File: src/rtl/piso_serializer.sv
// -----------------------------------------------------------------------------
// piso_serializer
//   Parallel-in / serial-out word serializer. A WIDTH-bit word is accepted
//   through a valid/ready handshake and shifted out MSB-first on o_sout, one bit
//   per clock. The MSB goes first so that a downstream serial-in shift register
//   clocked by the same clock holds the whole word (Q == DIN) on the edge that
//   follows the last bit.
//
//   Optional feature macro: PARITY_EN
//     defined   : one extra cycle after DIN[0] carries the even-parity bit ^DIN
//     undefined : no parity state and no parity logic
//
// Ports
//   i_clk          rising-edge clock
//   i_rst_n        asynchronous active-low reset
//   i_din          parallel word, sampled only on an accepted load
//   i_load_valid   upstream has a word on i_din
//   o_load_ready   serializer can accept a word this cycle (combinational)
//   o_sout         serial data, IDLE_LEVEL when nothing is being sent
//   o_sout_valid   o_sout carries a data (or parity) bit this cycle
//   o_busy         word in flight
//   o_done         high only while the last data bit is on o_sout
// -----------------------------------------------------------------------------
module piso_serializer #(
  parameter int unsigned WIDTH      = 6,
  parameter logic        IDLE_LEVEL = 1'b0
) (
  input  logic             i_clk,
  input  logic             i_rst_n,
  input  logic [WIDTH-1:0] i_din,
  input  logic             i_load_valid,
  output logic             o_load_ready,
  output logic             o_sout,
  output logic             o_sout_valid,
  output logic             o_busy,
  output logic             o_done
);

  localparam int unsigned     CNT_W    = $clog2(WIDTH);
  localparam logic [CNT_W-1:0] LAST_CNT = CNT_W'(WIDTH - 1);
  // Counter value while the second-to-last bit is out; the next bit is the last.
  localparam logic [CNT_W-1:0] PRE_LAST = CNT_W'(WIDTH - 2);

`ifdef PARITY_EN
  typedef enum logic [1:0] {S_IDLE, S_SHIFT, S_PAR} state_t;
`else
  typedef enum logic {S_IDLE, S_SHIFT} state_t;
`endif

  state_t           r_state, w_state_next;
  logic [WIDTH-1:0] r_shift, w_shift_next;     // bits still to send, left-aligned
  logic [CNT_W-1:0] r_bit_cnt, w_bit_cnt_next; // index of the bit currently on o_sout
  logic             r_sout, w_sout_next;
  logic             r_sout_valid, w_sout_valid_next;
  logic             r_done, w_done_next;
`ifdef PARITY_EN
  logic             r_parity, w_parity_next;
`endif

  logic w_last_bit;
  logic w_accept;

  assign w_last_bit = (r_state == S_SHIFT) && (r_bit_cnt == LAST_CNT);

  // Ready in the final cycle of a word too, so back-to-back words have no gap.
`ifdef PARITY_EN
  assign o_load_ready = (r_state == S_IDLE) || (r_state == S_PAR);
`else
  assign o_load_ready = (r_state == S_IDLE) || w_last_bit;
`endif

  assign w_accept = i_load_valid && o_load_ready;

  // State and registered outputs.
  always_ff @(posedge i_clk or negedge i_rst_n) begin
    if (!i_rst_n) begin
      r_state      <= S_IDLE;
      r_shift      <= '0;
      r_bit_cnt    <= '0;
      r_sout       <= IDLE_LEVEL;
      r_sout_valid <= 1'b0;
      r_done       <= 1'b0;
`ifdef PARITY_EN
      r_parity     <= 1'b0;
`endif
    end else begin
      r_state      <= w_state_next;
      r_shift      <= w_shift_next;
      r_bit_cnt    <= w_bit_cnt_next;
      r_sout       <= w_sout_next;
      r_sout_valid <= w_sout_valid_next;
      r_done       <= w_done_next;
`ifdef PARITY_EN
      r_parity     <= w_parity_next;
`endif
    end
  end

  // Next-state and next-output decode.
  always_comb begin
    w_state_next      = r_state;
    w_shift_next      = r_shift;
    w_bit_cnt_next    = r_bit_cnt;
    w_sout_next       = r_sout;
    w_sout_valid_next = r_sout_valid;
    w_done_next       = 1'b0;
`ifdef PARITY_EN
    w_parity_next     = r_parity;
`endif

    if (w_accept) begin
      // MSB goes out next cycle; the rest waits left-aligned in the shifter.
      w_state_next      = S_SHIFT;
      w_sout_next       = i_din[WIDTH-1];
      w_shift_next      = {i_din[WIDTH-2:0], 1'b0};
      w_bit_cnt_next    = '0;
      w_sout_valid_next = 1'b1;
`ifdef PARITY_EN
      w_parity_next     = ^i_din;
`endif
    end else begin
      case (r_state)
        S_SHIFT: begin
          if (w_last_bit) begin
`ifdef PARITY_EN
            w_state_next      = S_PAR;
            w_sout_next       = r_parity;
            w_sout_valid_next = 1'b1;
`else
            w_state_next      = S_IDLE;
            w_sout_next       = IDLE_LEVEL;
            w_sout_valid_next = 1'b0;
            w_bit_cnt_next    = '0;
`endif
          end else begin
            w_sout_next    = r_shift[WIDTH-1];
            w_shift_next   = {r_shift[WIDTH-2:0], 1'b0};
            w_bit_cnt_next = r_bit_cnt + 1'b1;
            w_done_next    = (r_bit_cnt == PRE_LAST);
          end
        end
`ifdef PARITY_EN
        S_PAR: begin
          w_state_next      = S_IDLE;
          w_sout_next       = IDLE_LEVEL;
          w_sout_valid_next = 1'b0;
          w_bit_cnt_next    = '0;
        end
`endif
        default: begin
          w_state_next      = S_IDLE;
          w_sout_next       = IDLE_LEVEL;
          w_sout_valid_next = 1'b0;
          w_bit_cnt_next    = '0;
        end
      endcase
    end
  end

  assign o_sout       = r_sout;
  assign o_sout_valid = r_sout_valid;
  assign o_busy       = (r_state != S_IDLE);
  assign o_done       = r_done;

endmodule

File: config.mk
export PLATFORM = sky130hd
export DESIGN_NAME = piso_serializer
export DESIGN_NICKNAME = d
export VERILOG_FILES = /design/src/rtl/piso_serializer.sv
export SDC_FILE = /design/constraint.sdc
export NUM_CORES = 1
export LEC_CHECK = 0
export BUFFER_PORTS_ARGS = -buffer_cell sky130_fd_sc_hd__buf_2
export CAP_MARGIN = 20
export CORE_AREA = 2 2 39 41
export CTS_CLUSTER_DIAMETER = 120
export DETAILED_ROUTE_END_ITERATION = 8
export DIE_AREA = 0 0 41 43
export GPL_TIMING_DRIVEN = 0
export HOLD_SLACK_MARGIN = 0.08
export PLACE_DENSITY = 0.67
export SETUP_SLACK_MARGIN = 0.3
export SLEW_MARGIN = 20
export SYNTH_ARGS = -nofsm -noshare
export SYNTH_HDL_FRONTEND = slang
export SYNTH_SLANG_ARGS = --single-unit
export TNS_END_PERCENT = 10
File: constraint.sdc
create_clock -name i_clk -period 1.5 [get_ports i_clk]
set_input_delay 0.225 -clock i_clk [delete_from_list [all_inputs] [get_ports i_clk]]
set_output_delay 0.225 -clock i_clk [all_outputs]
set_load 0.02 [all_outputs]
# [After elaboration in Yosys (flattened, before gate mapping)]
# Index checks and enable logic that the tools add are counted.
[word_totals] regBits=13 wordCells=35 mem_bits_ro=0 mem_count=0 in_bits=9 ram_bits=0 output_inout_bits=5 latchBits=0
[op_classes] add_sub_neg=1 n_eq_ne=4 multipliers=0 mux=18 n_shift=0 bitwise=1 n_reduce_logical=5 div_mod_pow=0 order_cmp=0
[op_table] op="$mux W6" n=3
[op_table] op="$mux W1" n=12
[op_table] op="$mux W3" n=3
[op_table] op="$eq A3 B3 Y1 const B" n=2
[op_table] op="$add A3 B1 Y3 const B" n=1
[op_table] op="$ne A3 B1 Y1 const B" n=1
[op_table] op="$logic_and A1 B1 Y1" n=2
[op_table] op="$ne A2 B1 Y1 const B" n=1
[op_table] op="$reduce_and A2 Y1" n=1
[op_table] op="$reduce_bool A2 Y1" n=1
[op_table] op="$logic_or A1 B1 Y1" n=1
[op_table] op="$not A1 Y1" n=1

# [Longest topological paths before layout]
# Gate-level depths: netlist (run 1).
[logic_depth] ltp_word=6 ltp_mapped=5

# [Worst setup path after synthesis (run 1)]
# No wires, ideal clock.
[synth_timing] kind="reg2reg" startpoint="register r_bit_cnt[0]" endpoint="register r_shift[2]" arrival_ns=1.215 n_path_buf=0 required_time_ns=1.375 slack_ns=0.160 setup_ns=0.125 path_stages_with_launch=5 period_less_slack_ns=1.340 cell_sequence="dfrtp_1 -> ha_1 -> a21boi_4 -> inv_4 -> mux2_4"
[synth_between] elab_chain_len=6 elab_cells_between_ends=8 cone_classes="eq/ne: 2; mux: 1; reduce/logical: 5"
[synth_lines] item="start: declaration" line="52" text="logic [CNT_W-1:0] r_bit_cnt, w_bit_cnt_next;"
[synth_lines] item="start signal: assignment" line="89" text="r_bit_cnt <= w_bit_cnt_next;"
[synth_lines] item="$eq A3 B3 Y1 *" line="63" text="assign w_last_bit = (r_state == S_SHIFT) && (r_bit_cnt == LAST_CNT);"
[synth_lines] item="$logic_and A1 B1 Y1 *" line="63"
[synth_lines] item="$logic_or A1 B1 Y1 *" line="69" text="assign o_load_ready = (r_state == S_IDLE) || w_last_bit;"
[synth_lines] item="via o_load_ready" line="32" text="output logic o_load_ready,"
[synth_lines] item="$logic_and A1 B1 Y1 *" line="72" text="assign w_accept = i_load_valid && o_load_ready;"
[synth_lines] item="$ne A2 B1 Y1 (no source line) / $reduce_bool A2 Y1 (equally long branches)"
[synth_lines] item="$reduce_and A2 Y1 (no source line)"
[synth_lines] item="end signal: assignment" line="88" text="r_shift <= w_shift_next;"
[synth_lines] item="end: declaration" line="51" text="logic [WIDTH-1:0] r_shift, w_shift_next;"
# Mark *: on every way through the listed nets, which the timed path passes. The rest lies on a longest branch.
# A chain may end at the register's enable or synchronous reset.

# [Final worst setup path (run 1)]
[layout_timing] startpoint="register r_bit_cnt[0]" endpoint="output o_load_ready"
[layout_between] elab_chain_len=3
[layout_lines] item="$eq A3 B3 Y1" line="63"
[layout_lines] item="$logic_and A1 B1 Y1" line="63"
[layout_lines] item="$logic_or A1 B1 Y1" line="69"
[layout_lines] item="end: declaration" line="32"
# Every way passes these cells.

==> results of run 1 <==
[routing by layer]
layer / track usage / vias up
met5: 0 / -
met4: 0.0800 / 0
met3: 0.0628 / 0
met2: 0.216 / 9
met1: 0.181 / 175
li1: - / 171
[metrics by stage]
step,setup slack (ns),hold WS (ns),total power [mW]
after floorplan,0.186,-0.0706,0.974
after global routing,0.0245,0.194,1.60
after detailed placement,0.132,0.118,1.11
after global placement,0.140,0.116,1.09
after CTS,0.0750,0.187,1.50
final,0.0722,0.196,1.49
[flip-flops by register name, summed over array words and instances (netlist names)]
signal,flops
o_busy,1
o_sout_valid,1
r_shift,5
r_bit_cnt,3
o_sout,1
o_done,1
[cells in the final DEF, fill, tap and decap left out, types with 2 or more instances in the layout]
cell type	netlist	final
mux2_4	8	8
mux2i_1	2	2
dfrtp_1	12	12
inv_1	3	2
buf_6	1	2
nor2_1	3	3
buf_2	0	11
clkbuf_4	0	3
ha_1	3	2
buf_4	0	4
[area by class of cell]
cell class                      instances  share of cell area
Sequential cell                        12               0.398
Multi-Input combinational cell         23               0.348
Timing Repair Buffer                   17               0.141
Clock buffer                            4              0.0481
Tap cell                               16              0.0265
Inverter                                4              0.0232
Buffer                                  1              0.0149
[critical path, delay by kind of cell, from the launching register on]
kind / cells / cell delay (ns)
flip-flops: 1 / 0.42
buffers and inverters: 2 / 0.17
AO/OA/AOI/OAI: 1 / 0.16
adder cells (fa/ha/maj): 1 / 0.18
[how the worst max path moves through the flow]
stage                                      start                endpoint  slack (ns)  depth (start not counted)
after global placement    r_bit_cnt[0]$_DFF_PN0_  r_shift[3]$_DFFE_PN0P_        0.14                          4
after floorplan           r_bit_cnt[0]$_DFF_PN0_  r_shift[2]$_DFFE_PN0P_        0.19                          4
final                     r_bit_cnt[0]$_DFF_PN0_            o_load_ready        0.07                          4
after detailed placement  r_bit_cnt[0]$_DFF_PN0_  r_shift[2]$_DFFE_PN0P_        0.13                          4
after global routing      r_bit_cnt[0]$_DFF_PN0_            o_load_ready        0.02                          4
after CTS                 r_bit_cnt[0]$_DFF_PN0_            o_load_ready        0.07                          4
[what timing repair did]
action,CTS,global route
gates resized for setup,4,0
hold buffers,1,0
hold endpoints to repair,12,0
pin swaps,1,0
setup endpoints to repair,7,8
setup buffers,4,0
[cell families after synthesis]
logic type	synth area share
muxes	0.261
and+or+nand+nor	0.0583
AOI/OAI and AO/OA	0.0324
xor gates and xnor gates	0.0151
buffers and inverters	0.0497
DFF	0.518
adders and majority gates	0.0648
[power breakdown]
part           switching [mW]  total [mW]  internal [mW]
clock network           0.112       0.259          0.147
logic                   0.306       0.691          0.385
registers              0.0828       0.536          0.454
total                   0.500        1.49          0.986
==> summary.md, run 1 <==
| Metric | Value |
|---|---|
| Worst hold path type | `in -> reg` |
| Weighted congestion reported at the end of routability-driven placement | `between 0.6 and 0.7` |
| Iter 0 DRT Violations | `2` |
| Min-Delay Endpoint | `o_sout$_DFF_PN0_` |
| Required time of the critical path | `1.27 ns` |
| Kind of launch point of the worst setup path | `flop` |
| Min-Delay Path Depth | `3` |
| Area Growth Syn to Fin | `30.2%` |
| Per-instance average area after synthesis | `14.5 um2` |
| Placed Cells incl. Taps | `between 60 and 70` |
| Total met3 wirelength after detailed routing | `between 40 and 50 um` |
| Largest net degree at the start of global routing | `13` |
| Routed length on met1 | `between 300 and 400 um` |
| Top cell type by total area after synthesis | `dfrtp_1` |
| Routed vias/inst | `between 4 and 5` |
| Count of cells along the worst register-to-register path | `5` |
| Maximum clock frequency | `between 700 and 800 MHz` |
| Final period demand of the worst path | `roughly 1.4 ns` |
| Critical path's slowest cell | `dfrtp_1` |
| Share of the yosys chip area belonging to registers | `0.518` |
| Ports | `14` |
| Met2 Routed Length | `between 400 and 500 um` |
| Reported leakage power | `0.398 nW` |
| Highest metal layer with signal wires | `met3` |
| Number of buffers created by CTS | `3` |
| Fill cell instance count of the final layout | `between 100 and 150` |
| Unrepaired setup endpoints after global routing | `yes` |
| Worst skew pair latency | `between 0.2 and 0.3 ns` |
| Cell area after technology mapping | `579 um2` |
| Finish-stage setup viols | `0` |
| Site row count | `14` |
| Clock-pin transition on the worst setup and hold timing paths | `around 0.08 ns` |
| Clock tree from TritonCTS | `done` |
| Maximum count of clock buffers along a single path | `2` |
| CP Max Fanout | `2` |
| Relative slew margins | `0.818` |
| DP Area | `approximately 660 um2` |
| Sequence of cells on the critical path | `ha_4 -> a21boi_4 -> inv_4 -> buf_6` |
| Core footprint | `1380 um2` |
| Worst clock skew | `roughly 0.0035 ns` |
| Overflow left after global routing | `0` |
| Most area-consuming cells after synthesis | `dfrtp_1, mux2_4, ha_1, mux2i_1, a21boi_4` |
| Final Core Density | `0.545` |
| Number of unique standard cell types used by synthesis | `15` |
| Antenna violations before repair | `0` |
| Buffers added on ports | `12` |
| Number of cells in the finished layout apart from fillers | `77` |
| Fraction of registers with async set/reset | `1.00` |
| Fraction of layout instances using a drive strength above 1 | `0.557` |
| Root Driver | `clkbuf_4` |
| Number of clock sinks | `12` |
| RR Startpoint | `r_bit_cnt[0]$_DFF_PN0_` |
| Synth top area share | `0.518` |
| Path type of the worst setup path | `reg -> out` |
| Power density relative to cell area | `about 2000 nW/um2` |
| Average detailed-routed wire length per instance | `approximately 12 um` |
| Flip-flop and latch count after synthesis | `12` |
| Dominant synthesized flop cell | `dfrtp_1` |
| Number of nets produced by synthesis | `52` |
| Global Route Usage Sum | `0.150` |
| Post-layout nets | `74` |
| Fin area | `754 um2` |
| Worst r2r dst | `r_shift[5]$_DFFE_PN0P_` |
| Starting Density | `0.419` |
| MaxCap Viol Count | `0` |
| Count of final hold-check violations | `0` |
| Largest vdd supply drop | `roughly 1100 uV` |
| Vias | `approximately 360` |
| Max Slew Vio Count | `0` |
| Actual transition at the worst max-transition pin | `between 0.2 and 0.3 ns` |
| Hold_sp | `i_din[5]` |
| Dominant cell by count in the synthesized netlist | `dfrtp_1` |
| Top cells by count, synth | `dfrtp_1, mux2_4, ha_1, inv_1, nor2_1` |
| Longest individual stage delay on the worst path | `0.42 ns` |
| Diode insertion count for antenna repair | `0` |
| Arrival time of data at the critical path endpoint | `around 1.2 ns` |
| Post-synth EDFFs | `0` |
| Setup TNS | `0 ns` |
| Wire length of the first global-routing pass | `1680 um` |
| Register Area | `300 um2` |
| Post-Synthesis Cells | `40` |
| Status | `completed` |
| Post-route DRC | `0` |
| Final period util | `0.952` |
| Routed wire length | `~900 um` |
| Total number of yosys warnings | `0` |
| Number of global-route vias before repair | `a little under 400` |
| CP endpoint kind | `output port` |
| Initial DRT Pass Iterations | `2` |
| Multi-input gate area in the final layout | `around 260 um2` |
| Vert. Die Dim | `~43 um` |
| Post-detail-place hpwl | `approximately 610 um` |
| Slack of the worst reg-to-reg path | `around 0.11 ns` |
| Die Outline Area | `~1800 um2` |
| Max H-tree Level | `1` |
| Antenna-violating nets left | `0` |
| Die width | `between 40 and 50 um` |
Power figures use the tool's default switching activity.
==> run 2, diff against run 1 <==
- CTS_CLUSTER_SIZE: unset -> 8
- GPL_TIMING_DRIVEN: 0 -> unset
==> run 2 against run 1 <==
  * Worst hold slack about the same
  * Sequential share of layout area increased by 0.74 points
  * Sequential cell count is the same
  * Die area did not move
  * Clock skew fell by 0.0030 ns
  * Sequential power hardly changed
  * Cell area fell by 1.8%
  * Critical path type unchanged
  * Critical endpoint unchanged
==> summary.md, run 2 (synthesis gave the netlist of run 1 again) <==
| Metric | Value |
|---|---|
| Status | `completed` |
| Post-detail-place hpwl | `626 um` |
| Die Outline Area | `~1800 um2` |
| Portion of total power attributed to sequential cells | `0.366` |
| Comb power frac | `0.461` |
| Start point of the critical path | `r_bit_cnt[0]$_DFF_PN0_` |
| Most used cells in the layout excluding fill and tap cells | `buf_2, dfrtp_1, mux2_4` |
| Die width | `between 40 and 50 um` |
| Path type of the worst setup path | `reg -> out` |
| Largest reg by FF count | `r_shift` |
| Setup TNS | `0 ns` |
| Site row count | `14` |
| Buffers added on ports | `13` |
| Post-layout nets | `73` |
| Switch Pwr | `between 0.4 and 0.5 mW` |
| Weighted congestion reported at the end of routability-driven placement | `about 0.7` |
| Antenna-violating nets left | `0` |
| Worst setup slack after layout | `0.0860 ns` |
| Count of final hold-check violations | `0` |
| Clock-pin transition on the worst setup and hold timing paths | `about 0.070 ns` |
| Share of total power in the clock network | `0.173` |
| Number of cells in the finished layout apart from fillers | `between 70 and 80` |
| Vias | `356` |
| Number of flip-flops in the largest register | `5` |
| Number of clock sinks | `12` |
| Final period demand of the worst path | `1.41 ns` |
| Maximum clock frequency | `slightly above 700 MHz` |
| Actual transition at the worst max-transition pin | `~0.26 ns` |
| Arrival time of data at the critical path endpoint | `1.19 ns` |
| Diode insertion count for antenna repair | `0` |
| Placed Cells incl. Taps | `68` |
| Wire length of the first global-routing pass | `approximately 1700 um` |
| Antenna violations before repair | `0` |
| Global Route Usage Sum | `0.151` |
| Area Growth Syn to Fin | `27.9%` |
| Required time of the critical path | `1.27 ns` |
| Starting Density | `0.419` |
| Root Driver | `clkbuf_4` |
| Ports | `14` |
| Slack of the worst reg-to-reg path | `between 0.1 and 0.15 ns` |
| Power density relative to cell area | `1970 nW/um2` |
| Fraction of layout instances using a drive strength above 1 | `0.550` |
| Finish-stage setup viols | `0` |
| MaxCap Viol Count | `0` |
| Most heavily used metal layer in global routing | `met1` |
| Vert. Die Dim | `about 43 um` |
| Clock tree from TritonCTS | `done` |
| Min Hold Slack | `0.196 ns` |
| Internal | `0.971 mW` |
| Maximum count of clock buffers along a single path | `2` |
| Final period util | `0.943` |
| Routed vias/inst | `between 4 and 5` |
| Number of global-route vias before repair | `~380` |
| Pre-CTS WS | `around 0.13 ns` |
| Kind of launch point of the worst setup path | `flop` |
| Initial DRT Pass Iterations | `2` |
| Net Sw Frac | `0.336` |
| Worst clock skew | `between 0.0005 and 0.0006 ns` |
| Hold_sp | `i_din[5]` |
| Reported leakage power | `roughly 0.39 nW` |
| Iter 0 DRT Violations | `4` |
| Core footprint | `1380 um2` |
| Overflow left after global routing | `0` |
| Largest registers in the final layout | `r_shift x5, r_bit_cnt x3` |
| CP Max Fanout | `2` |
| Max H-tree Level | `1` |
| Met2 Track Usage GR | `0.203` |
| Routed wire length | `between 900 and 1000 um` |
| RR Startpoint | `r_bit_cnt[0]$_DFF_PN0_` |
| Worst hold path type | `in -> reg` |
| Average detailed-routed wire length per instance | `about 12 um` |
| Largest net degree at the start of global routing | `13` |
| Number of buffers created by CTS | `3` |
| Worst skew pair latency | `0.27 ns` |
| Met3 GRT Util | `0.0524` |
| M1 GR Usage | `0.208` |
| Relative slew margins | `0.827` |
| CP endpoint kind | `output port` |
| Unrepaired setup endpoints after global routing | `yes` |
| Max Slew Vio Count | `0` |
| Post-route DRC | `0` |
| Largest vdd supply drop | `between 700 and 800 uV` |
[run 2: cell types whose count changed in the layout (fill, tap and decap cells not counted)]
cell,previous run,this run
buf_2,11,12
buf_4,4,3
buf_6,2,1
[run 2: through the flow]
| stage | power [mW] | utilization | cell area, um2 |
|---|---|---|---|
| 4_1_cts | 1.48 | 0.535 | 741 |
| 3_3_place_gp | 1.10 | 0.474 | 656 |
| 3_5_place_dp | 1.11 | 0.474 | 656 |
| 6_report | 1.46 | 0.535 | 741 |
| 2_1_floorplan | 0.974 | - | 582 |
| 5_1_grt | 1.57 | 0.535 | 741 |
[run 2: final cells by class]
class	count	area, um2
clock buffer	4	36.3
fill	119	643
inverter	4	17.5
multi-input combinational	23	263
sequential	12	300
tap	16	20.0
timing repair buffer	17	104
[run 2: path summary, 6_finish.rpt]
path                                                to  depth (start not counted)
worst max-delay path                      o_load_ready                          4
worst min-delay path                  o_sout$_DFF_PN0_                          3
worst max register to register  r_shift[3]$_DFFE_PN0P_                          5
worst min register to register  r_shift[3]$_DFFE_PN0P_                          1
max in group asynchronous       r_bit_cnt[1]$_DFF_PN0_                          2
min in group asynchronous             o_sout$_DFF_PN0_                          2
[run 2: worst max-delay path: stages, from the launching register on]
cell and delay, ns:
dfrtp_1 0.41, ha_4 0.17, a21boi_4 0.16, inv_4 0.05, buf_6 0.12
[run 2: what timing repair did]
action	4_1_cts	5_1_grt
buffers inserted	3	0
hold buffers	1	0
pin swaps	1	0
cloned	0	0
setup endpoints to repair	6	8
hold endpoints to repair	12	0
resized for setup	4	0
[run 2: power by group through the flow]
stage / registers (mW) / clock network, mW / logic (mW)
after floorplan: 0.574 / 0 / 0.400
after global placement: 0.539 / 0 / 0.563
after detailed placement: 0.539 / 0 / 0.569
after CTS: 0.537 / 0.267 / 0.679
after global routing: 0.553 / 0.274 / 0.746
final: 0.535 / 0.253 / 0.675
[run 2: routing by layer]
metal  vias to the layer above  share of wire  wire length [um]
met3                         0          0.058                52
met5                         -              0                 0
met2                        11           0.50               451
met1                       175           0.44               399
li1                        170              -                 -
met4                         0              0                 0
==> run 3, diff against run 2 <==
- REMOVE_ABC_BUFFERS: unset -> 1
==> run 3 against run 2 <==
  * Combinational power up 4.6%
  * Worst hold slack better by 0.021 ns
  * Cell area up 0.17%
  * Non-clock buffer count up 2
  * Via count down 0.28%
  * Cell count up 1.3%
  * Total power down 2.5%
  * Core utilization up 0.090 points
  * Wire length down 1.3%
  * Clock skew up 0.00096 ns
  * Sequential share of layout area down 0.068 points
  * Largest power group unchanged
  * Highest routed layer unchanged
==> summary.md, run 3 (synthesis gave the netlist of run 1 again) <==
| Metric | Value |
|---|---|
| Weighted congestion reported at the end of routability-driven placement | `around 0.66` |
| Final period demand of the worst path | `1.41 ns` |
| Count of final hold-check violations | `0` |
| Overflow left after global routing | `0` |
| Root Driver | `clkbuf_4` |
| Post-route DRC | `0` |
| Site row count | `14` |
| Largest vdd supply drop | `approximately 900 uV` |
| Max H-tree Level | `1` |
| Largest reg by FF count | `r_shift` |
| Die Outline Area | `1760 um2` |
| Hold_sp | `i_din[5]` |
| Die width | `about 41 um` |
| Worst r2r dst | `r_shift[5]$_DFFE_PN0P_` |
| Number of global-route vias before repair | `between 300 and 400` |
| Initial DRT Pass Iterations | `2` |
| Average detailed-routed wire length per instance | `between 10 and 15 um` |
| Worst skew pair latency | `between 0.2 and 0.3 ns` |
| Min Hold Slack | `roughly 0.22 ns` |
| Vias | `between 300 and 400` |
| Diode insertion count for antenna repair | `0` |
| Antenna violations before repair | `0` |
| Power density relative to cell area | `1920 nW/um2` |
| Buffers added on ports | `13` |
| Number of cells in the finished layout apart from fillers | `77` |
| Core footprint | `between 1000 and 1500 um2` |
| Kind of launch point of the worst setup path | `flop` |
| Reported leakage power | `0.393 nW` |
| RR Startpoint | `r_bit_cnt[0]$_DFF_PN0_` |
| Worst setup slack after layout | `around 0.09 ns` |
| Min-Delay Endpoint | `o_sout$_DFF_PN0_` |
| Worst clock skew | `0.00150 ns` |
| Ports | `14` |
| Fill cell instance count of the final layout | `between 100 and 150` |
| Fraction of layout instances using a drive strength above 1 | `0.557` |
| Post-layout nets | `75` |
| Post-detail-place hpwl | `631 um` |
| Path type of the worst setup path | `reg -> out` |
| Count of cells along the worst register-to-register path | `5` |
| Worst hold path type | `in -> reg` |
| Iter 0 DRT Violations | `1` |
| MaxCap Viol Count | `0` |
| Maximum clock frequency | `between 700 and 800 MHz` |
| Setup TNS | `0 ns` |
| Largest registers in the final layout | `r_shift x5, r_bit_cnt x3` |
| Final period util | `0.939` |
| Finish-stage setup viols | `0` |
| Wire length of the first global-routing pass | `roughly 1600 um` |
| Relative slew margins | `0.828` |
| Largest net degree at the start of global routing | `13` |
| Number of flip-flops in the largest register | `5` |
| Vert. Die Dim | `between 40 and 50 um` |
| Routed vias/inst | `roughly 4.6` |
| Clock-pin transition on the worst setup and hold timing paths | `~0.070 ns` |
| Arrival time of data at the critical path endpoint | `roughly 1.2 ns` |
| Max Slew Vio Count | `0` |
| Unrepaired setup endpoints after global routing | `yes` |
| Status | `completed` |
| Placed Cells incl. Taps | `68` |
| Slack of the worst reg-to-reg path | `between 0.1 and 0.15 ns` |
| Number of clock sinks | `12` |
| Maximum count of clock buffers along a single path | `2` |
| Global Route Usage Sum | `0.144` |
| Clock tree from TritonCTS | `done` |
| Antenna-violating nets left | `0` |
| CP endpoint kind | `output port` |
| Starting Density | `0.419` |
| Number of buffers created by CTS | `3` |
| Actual transition at the worst max-transition pin | `about 0.26 ns` |
| Pre-CTS WS | `around 0.11 ns` |
| Required time of the critical path | `~1.3 ns` |
| Routed wire length | `slightly below 900 um` |
| CP Max Fanout | `2` |
| Most used cells in the layout excluding fill and tap cells | `buf_2, dfrtp_1, mux2_4` |
| Area Growth Syn to Fin | `28.1%` |
| Min-Delay Path Depth | `3` |
==> run 3: layout make-up <==
class / instances / area [um2] / share of cell area
Inverter: 4 / 17.5 / 0.0236
Tap cell: 16 / 20.0 / 0.0270
Multi-Input combinational cell: 23 / 263 / 0.354
Clock buffer: 3 / 22.5 / 0.0304
Timing Repair Buffer: 19 / 119 / 0.160
Sequential cell: 12 / 300 / 0.405
==> run 3: stage by stage <==
step           utilization  instance area [um2]  total power [mW]
2_1_floorplan            -                  568             0.965
3_3_place_gp         0.472                  653              1.09
3_5_place_dp         0.472                  653              1.10
4_1_cts              0.531                  734              1.42
5_1_grt              0.536                  742              1.55
6_report             0.536                  742              1.43
==> run 3: critical path: stages, from the launching register on <==
cell	delay [ns]
dfrtp_1	0.41
ha_4	0.18
a21boi_4	0.16
inv_4	0.05
buf_6	0.12
==> run 3: where the power goes <==
| group | switching [mW] | internal (mW) | leakage (nW) |
|---|---|---|---|
| sequential | 0.0822 | 0.454 | 0.152 |
| clock | 0.0913 | 0.0926 | 0.0138 |
| combinational | 0.308 | 0.398 | 0.228 |
==> run 3: timing repair <==
action                                  CTS  global route
pin swaps                                 2             1
endpoints found under the setup margin    7             9
gates resized for setup                   5             0
buffers inserted                          4             1
hold buffers                              1             0
hold endpoints to repair                 12             0
==> run 3: per-layer routing <==
layer | vias to the layer above | GRT usage | wire length, um
li1 | 172 | - | -
met1 | 174 | 0.188 | 406
met2 | 9 | 0.191 | 427
met3 | 0 | 0.0681 | 57
met4 | 0 | 0.0800 | 0
met5 | - | 0 | 0
==> run 3: worst max-delay path by stage <==
stage                                        end  slack (ns)                    from  cells past startpoint
final                               o_load_ready        0.09  r_bit_cnt[0]$_DFF_PN0_                      4
after global placement    r_shift[4]$_DFFE_PN0P_        0.15  r_bit_cnt[0]$_DFF_PN0_                      4
after detailed placement  r_shift[2]$_DFFE_PN0P_        0.11  r_bit_cnt[0]$_DFF_PN0_                      4
after global routing                o_load_ready        0.04  r_bit_cnt[0]$_DFF_PN0_                      4
after CTS                           o_load_ready        0.07  r_bit_cnt[0]$_DFF_PN0_                      4
after floorplan           r_shift[2]$_DFFE_PN0P_        0.16  r_bit_cnt[0]$_DFF_PN0_                      4
